File: config.mk
export PLATFORM = sky130hd
export DESIGN_NAME = serial_addsub_flat
export DESIGN_NICKNAME = d
export VERILOG_FILES = /design/src/rtl/serial_addsub_pkg.sv /design/src/rtl/serial_addsub_if.sv /design/src/rtl/serial_addsub_fa.sv /design/src/rtl/serial_addsub.sv /design/src/flat_wrapper.sv
export SDC_FILE = /design/constraint.sdc
export NUM_CORES = 1
export LEC_CHECK = 0
export BUFFER_PORTS_ARGS = -buffer_cell sky130_fd_sc_hd__clkbuf_2
export CAP_MARGIN = 0
export CORE_MARGIN = 2
export CORE_UTILIZATION = 35
export DETAILED_ROUTE_END_ITERATION = 16
export PLACE_DENSITY = 0.58
export SLEW_MARGIN = 5
export SYNTH_ARGS = -nofsm -noshare
export SYNTH_HDL_FRONTEND = slang
export SYNTH_SLANG_ARGS = --single-unit
File: constraint.sdc
create_clock -name clk -period 4.6 [get_ports clk]
set_input_delay 0.23 -clock clk [delete_from_list [all_inputs] [get_ports clk]]
set_output_delay 0.23 -clock clk [all_outputs]
set_load 0.005 [all_outputs]
File: src/rtl/serial_addsub_pkg.sv
// Shared types for the bit-serial adder/subtractor.
package serial_addsub_pkg;

    typedef enum logic [1:0] {
        IDLE = 2'd0,
        RUN  = 2'd1,
        DONE = 2'd2
    } sa_state_t;

    localparam int SA_MAX_WIDTH = 32;

endpackage

File: src/rtl/serial_addsub_if.sv
// Request/result bundle for serial_addsub, plus a read-only view of the controller state.
interface serial_addsub_if #(
    parameter int WIDTH = 8
);
    import serial_addsub_pkg::*;

    // start is a one-cycle request, accepted only when the block is IDLE or DONE;
    // done is a one-cycle pulse with S/Co/Ov valid; busy marks the RUN phase.
    logic             start;
    logic             sub;
    logic [WIDTH-1:0] A;
    logic [WIDTH-1:0] B;
    logic             busy;
    logic             done;
    logic [WIDTH-1:0] S;
    logic             Co;
    logic             Ov;
    sa_state_t        dbg_state;

    modport master (
        output start, sub, A, B,
        input  busy, done, S, Co, Ov, dbg_state
    );

    modport slave (
        input  start, sub, A, B,
        output busy, done, S, Co, Ov, dbg_state
    );

endinterface

File: src/rtl/serial_addsub_fa.sv
// One-bit full adder cell; the only arithmetic element in the serial datapath.
module serial_addsub_fa (
    input  logic A,
    input  logic B,
    input  logic Ci,
    output logic S,
    output logic Co
);

    assign S  = A ^ B ^ Ci;
    assign Co = (A & B) | (Ci & (A ^ B));

endmodule

File: src/rtl/serial_addsub.sv
// Bit-serial WIDTH-bit add/subtract: one full adder, LSB first, one bit per clock.
module serial_addsub
    import serial_addsub_pkg::*;
#(
    parameter int WIDTH = 8
) (
    input logic           clk,
    input logic           rst_n,
    serial_addsub_if.slave bus
);

    localparam int CNT_W = $clog2(WIDTH);

    sa_state_t        r_state;
    sa_state_t        w_next;
    logic             w_accept;
    logic             w_last;

    logic [WIDTH-1:0] r_opa;
    logic [WIDTH-1:0] r_opb;
    logic [WIDTH-1:0] r_res;
    logic             r_carry;
    logic             r_cin_msb;
    logic [CNT_W-1:0] r_cnt;
    logic [WIDTH-1:0] r_s;
    logic             r_co;
    logic             r_ov;

    logic             w_fa_s;
    logic             w_fa_co;
    logic [WIDTH-1:0] w_res_next;

    serial_addsub_fa u_fa (
        .A  (r_opa[0]),
        .B  (r_opb[0]),
        .Ci (r_carry),
        .S  (w_fa_s),
        .Co (w_fa_co)
    );

    assign w_res_next = {w_fa_s, r_res[WIDTH-1:1]};

    always_comb begin
        w_next   = r_state;
        w_accept = 1'b0;
        w_last   = (r_cnt == CNT_W'(WIDTH - 1));
        case (r_state)
            IDLE: begin
                if (bus.start) begin
                    w_next   = RUN;
                    w_accept = 1'b1;
                end
            end
            RUN: begin
                if (w_last) begin
                    w_next = DONE;
                end
            end
            DONE: begin
                if (bus.start) begin
                    w_next   = RUN;
                    w_accept = 1'b1;
                end else begin
                    w_next = IDLE;
                end
            end
            default: w_next = IDLE;
        endcase
    end

    always_ff @(posedge clk or negedge rst_n) begin
        if (!rst_n) begin
            r_state <= IDLE;
        end else begin
            r_state <= w_next;
        end
    end

    // Subtraction is A + ~B + 1: invert B on load and seed the carry with sub.
    always_ff @(posedge clk or negedge rst_n) begin
        if (!rst_n) begin
            r_opa     <= '0;
            r_opb     <= '0;
            r_res     <= '0;
            r_carry   <= 1'b0;
            r_cin_msb <= 1'b0;
            r_cnt     <= '0;
        end else if (w_accept) begin
            r_opa   <= bus.A;
            r_opb   <= bus.sub ? ~bus.B : bus.B;
            r_carry <= bus.sub;
            r_cnt   <= '0;
        end else if (r_state == RUN) begin
            r_opa   <= {1'b0, r_opa[WIDTH-1:1]};
            r_opb   <= {1'b0, r_opb[WIDTH-1:1]};
            r_res   <= w_res_next;
            r_carry <= w_fa_co;
            r_cnt   <= r_cnt + CNT_W'(1);
            if (w_last) begin
                r_cin_msb <= r_carry;
            end
        end
    end

    // Results update only on the final bit, so the previous answer stays visible during RUN.
    // Overflow is carry-into-MSB xor carry-out-of-MSB.
    always_ff @(posedge clk or negedge rst_n) begin
        if (!rst_n) begin
            r_s  <= '0;
            r_co <= 1'b0;
            r_ov <= 1'b0;
        end else if ((r_state == RUN) && w_last) begin
            r_s  <= w_res_next;
            r_co <= w_fa_co;
            r_ov <= r_carry ^ w_fa_co;
        end
    end

    assign bus.busy      = (r_state == RUN);
    assign bus.done      = (r_state == DONE);
    assign bus.S         = r_s;
    assign bus.Co        = r_co;
    assign bus.Ov        = r_ov;
    assign bus.dbg_state = r_state;

endmodule

File: src/flat_wrapper.sv
// flat-port wrapper written by rule: the top's interface ports become plain ports
module serial_addsub_flat import serial_addsub_pkg::*;
#(
    parameter int WIDTH = 8
)
  (clk, rst_n, bus_start, bus_sub, bus_A, bus_B, bus_busy, bus_done, bus_S, bus_Co, bus_Ov, bus_dbg_state);
  serial_addsub_if #(.WIDTH(WIDTH)) bus_i ();
  input logic clk;
  input logic rst_n;
  input wire logic [$bits(bus_i.start)-1:0] bus_start;
  input wire logic [$bits(bus_i.sub)-1:0] bus_sub;
  input wire logic [$bits(bus_i.A)-1:0] bus_A;
  input wire logic [$bits(bus_i.B)-1:0] bus_B;
  output wire logic [$bits(bus_i.busy)-1:0] bus_busy;
  output wire logic [$bits(bus_i.done)-1:0] bus_done;
  output wire logic [$bits(bus_i.S)-1:0] bus_S;
  output wire logic [$bits(bus_i.Co)-1:0] bus_Co;
  output wire logic [$bits(bus_i.Ov)-1:0] bus_Ov;
  output wire logic [$bits(bus_i.dbg_state)-1:0] bus_dbg_state;
  assign bus_i.start = bus_start;
  assign bus_i.sub = bus_sub;
  assign bus_i.A = bus_A;
  assign bus_i.B = bus_B;
  assign bus_busy = bus_i.busy;
  assign bus_done = bus_i.done;
  assign bus_S = bus_i.S;
  assign bus_Co = bus_i.Co;
  assign bus_Ov = bus_i.Ov;
  assign bus_dbg_state = bus_i.dbg_state;
  serial_addsub #(.WIDTH(WIDTH)) u_core (.clk(clk), .rst_n(rst_n), .bus(bus_i));
endmodule
==> qor.yml <==
cp_cell_sequence: "nand2b_1, inv_6, clkbuf_2"
antenna_cells: 0
cts_tree: "yes"
wl_per_cell_um: 11.8
yosys.area.top_type: "dfrtp_1"
slew_viol_final: 0
vias: 1215
track_usage: 0.129
grt_setup_unrepaired: "false"
cp.required_ns: 4.37
synth_top_area_frac: 0.564
cp_slowest_stage_delay_ns: 0.62
yosysWarnings: 0
hold_buffers: 0
synth_fp_nets: 187
grt_first_pass_wirelength_um: 5330
peakVddDrop_mv: 0.229
start_kind: "register"
synth_seq_cells: 39
switching_share: 0.357
seqPwrFrac: 0.461
fillers: 488
fp.dieH_um: 74.3
hold_viol: 0
post_cts_buffers: 0
synth_cell_type_count: 23
root_buffer: "clkbuf_8"
worst_hold_slack_ns: 0.0946
outcome: "finished clean"
dr.pass1.iters: 4
critPathMaxFanout: 26
gr-total-overflow: 0
synthToLayoutAreaGrowth_pct: 14.2
crit_arrival_ns: 1.89
r2r_slack_ns: 2.67
io-pin-count: 34
syn-instance-count: 164
total_leakage_power_nw: 0.985
drc: 0
start_util: 0.364
path_clk_slew_ns: 0.07
crit_buf_inv: 2
postSynthAreaPerCell_um2: 10.5
detail-route-antenna-nets: 0
crit_slowest_cell: "nand2b_1"
yosysSeqAreaShare: 0.564
dieArea_mm2: 0.00552
layout_commonest_cell: "nand2_1"
drt-initial-drc-count: 74
max_freq_ghz: 0.472
netlist_area_mm2: 0.00173
gp_congestion: 0.695
power_density_mw_per_mm2: 661
setup_violations: 0
ctsHtreeMaxLevel: 2
final_layout_size_suffix_gt1_frac: 0.254
setup_tns_ns: 0
most-common-layout-cells: "48 x nand2_1, 39 x dfrtp_1, 33 x clkbuf_2, 13 x nor2_1, 13 x a31oi_1"
hold_path.class: "primary input to asynchronous set/reset pin"
combinationalPowerShare: 0.383
max-slew-margin-rel: 0.325
worst-slew-pin-transition_ns: 1.01
viasPerCell: 4.67
coreArea_mm2: 0.00475
io_buffers: 33
antenna_found_initial: 0
hpwlAfterDp_um: 2050
end_kind: "output pin"
skew_ns: 0.00303
power_frac_clock: 0.156
maxCapViolCount: 0
clk_latency_ns: 0.28
cp_top_family: "simple AND/OR/NAND/NOR gates"
die-width_um: 74.3
fin_crit_ns: 2.12
placementRows: 25
critPathKind: "register to output pin"
cts_buffers: 5
p_switching_w: 0.000467
nNetsFinal: 217
grt_max_degree: 40
ctsResizeCount: 0
period_share: 0.460
intPower_w: 0.000839
r2r-start: "u_core.bus.dbg_state[1]$_DFFE_PN0P_"
clock-sinks: 39
clock_path_buffers: 2
grt_pass1_vias: 1154
wl_um: 3080
crit_start: "u_core.bus.dbg_state[1]$_DFFE_PN0P_"
synth.area.top_cells: "dfrtp_1 56%, nand2_1 10%, mux2_2 5.9%"
-- sequential cells by signal (all words and copies together) (netlist names) --
signal / count
u_core.r_carry: 1
u_core.bus.Ov: 1
u_core.bus.Co: 1
u_core.r_opb: 8
u_core.bus.S: 8
u_core.bus.dbg_state: 2
u_core.r_res: 7
u_core.r_cnt: 3
u_core.r_opa: 8
-- synthesized netlist by cell type (all sizes together) --
| master | number |
|---|---|
| nor2 | 14 |
| a31oi | 13 |
| xnor2 | 1 |
| nand3 | 1 |
| and2b | 2 |
| a22o | 6 |
| nand2 | 48 |
| buf | 10 |
| dfrtp | 39 |
| nand2b | 2 |
| xor2 | 8 |
| ha | 2 |
| fa | 1 |
| o21ai | 3 |
| a21o | 2 |
| mux2 | 9 |
| inv | 2 |
| nand3b | 1 |
-- metrics by stage --
stage | cells | worst slack, ns | util | total power [W] | cell area (um2)
2_1_floorplan | 164 | 3.11 | - | 0.000997 | 1730
3_3_place_gp | 254 | 2.73 | 0.400 | 0.00110 | 1900
3_5_place_dp | 254 | 2.68 | 0.400 | 0.00112 | 1900
4_1_cts | 260 | 2.46 | 0.415 | 0.00132 | 1970
5_1_grt | 260 | 2.30 | 0.415 | 0.00143 | 1970
6_report | 260 | 2.48 | 0.415 | 0.00131 | 1970
-- path summary, 6_finish.rpt --
kind	depth (start not counted)	end
worst max-delay path	3	bus_busy
worst min-delay path	1	u_core.r_res[5]$_DFFE_PN0P_
worst max register to register	4	u_core.r_opa[0]$_DFFE_PN0P_
worst min register to register	2	u_core.r_res[1]$_DFFE_PN0P_
max in group asynchronous	1	u_core.r_cnt[1]$_DFFE_PN0P_
min in group clk	2	u_core.r_opa[7]$_DFFE_PN0P_
-- per-layer routing --
metal,global-route usage,share of wire
met1,0.167,0.50
met2,0.202,0.45
met3,0.0474,0.045
met4,0.0417,0.0084
met5,0,0
-- cell type report --
cell class | count | area, um2 | area share
clock buffers | 6 | 72.6 | 0.0368
multi-input cells | 113 | 664 | 0.337
well taps | 67 | 83.8 | 0.0425
repair buffers | 33 | 165 | 0.0837
flip-flops and latches | 39 | 976 | 0.494
inverters | 2 | 12.5 | 0.00634
-- cells by family after synthesis --
kind of cell | Yosys count | share of synthesized area
AOI/OAI and AO/OA | 24 | 0.0948
xor gates and xnor gates | 9 | 0.0456
adders and majority gates | 3 | 0.0260
buffers and inverters | 12 | 0.0514
DFF | 39 | 0.564
muxes | 9 | 0.0586
and+or+nand+nor | 68 | 0.159
-- power by group through the flow --
| stage | Clock (W) | Combinational, W | Sequential, W |
|---|---|---|---|
| final | 0.000204 | 0.000501 | 0.000602 |
| after global routing | 0.000232 | 0.000579 | 0.000623 |
| after CTS | 0.000212 | 0.000509 | 0.000603 |
| after detailed placement | 0 | 0.000507 | 0.000608 |
| after global placement | 0 | 0.000498 | 0.000607 |
| after floorplan | 0 | 0.000404 | 0.000593 |
Power figures use the tool's default switching activity.
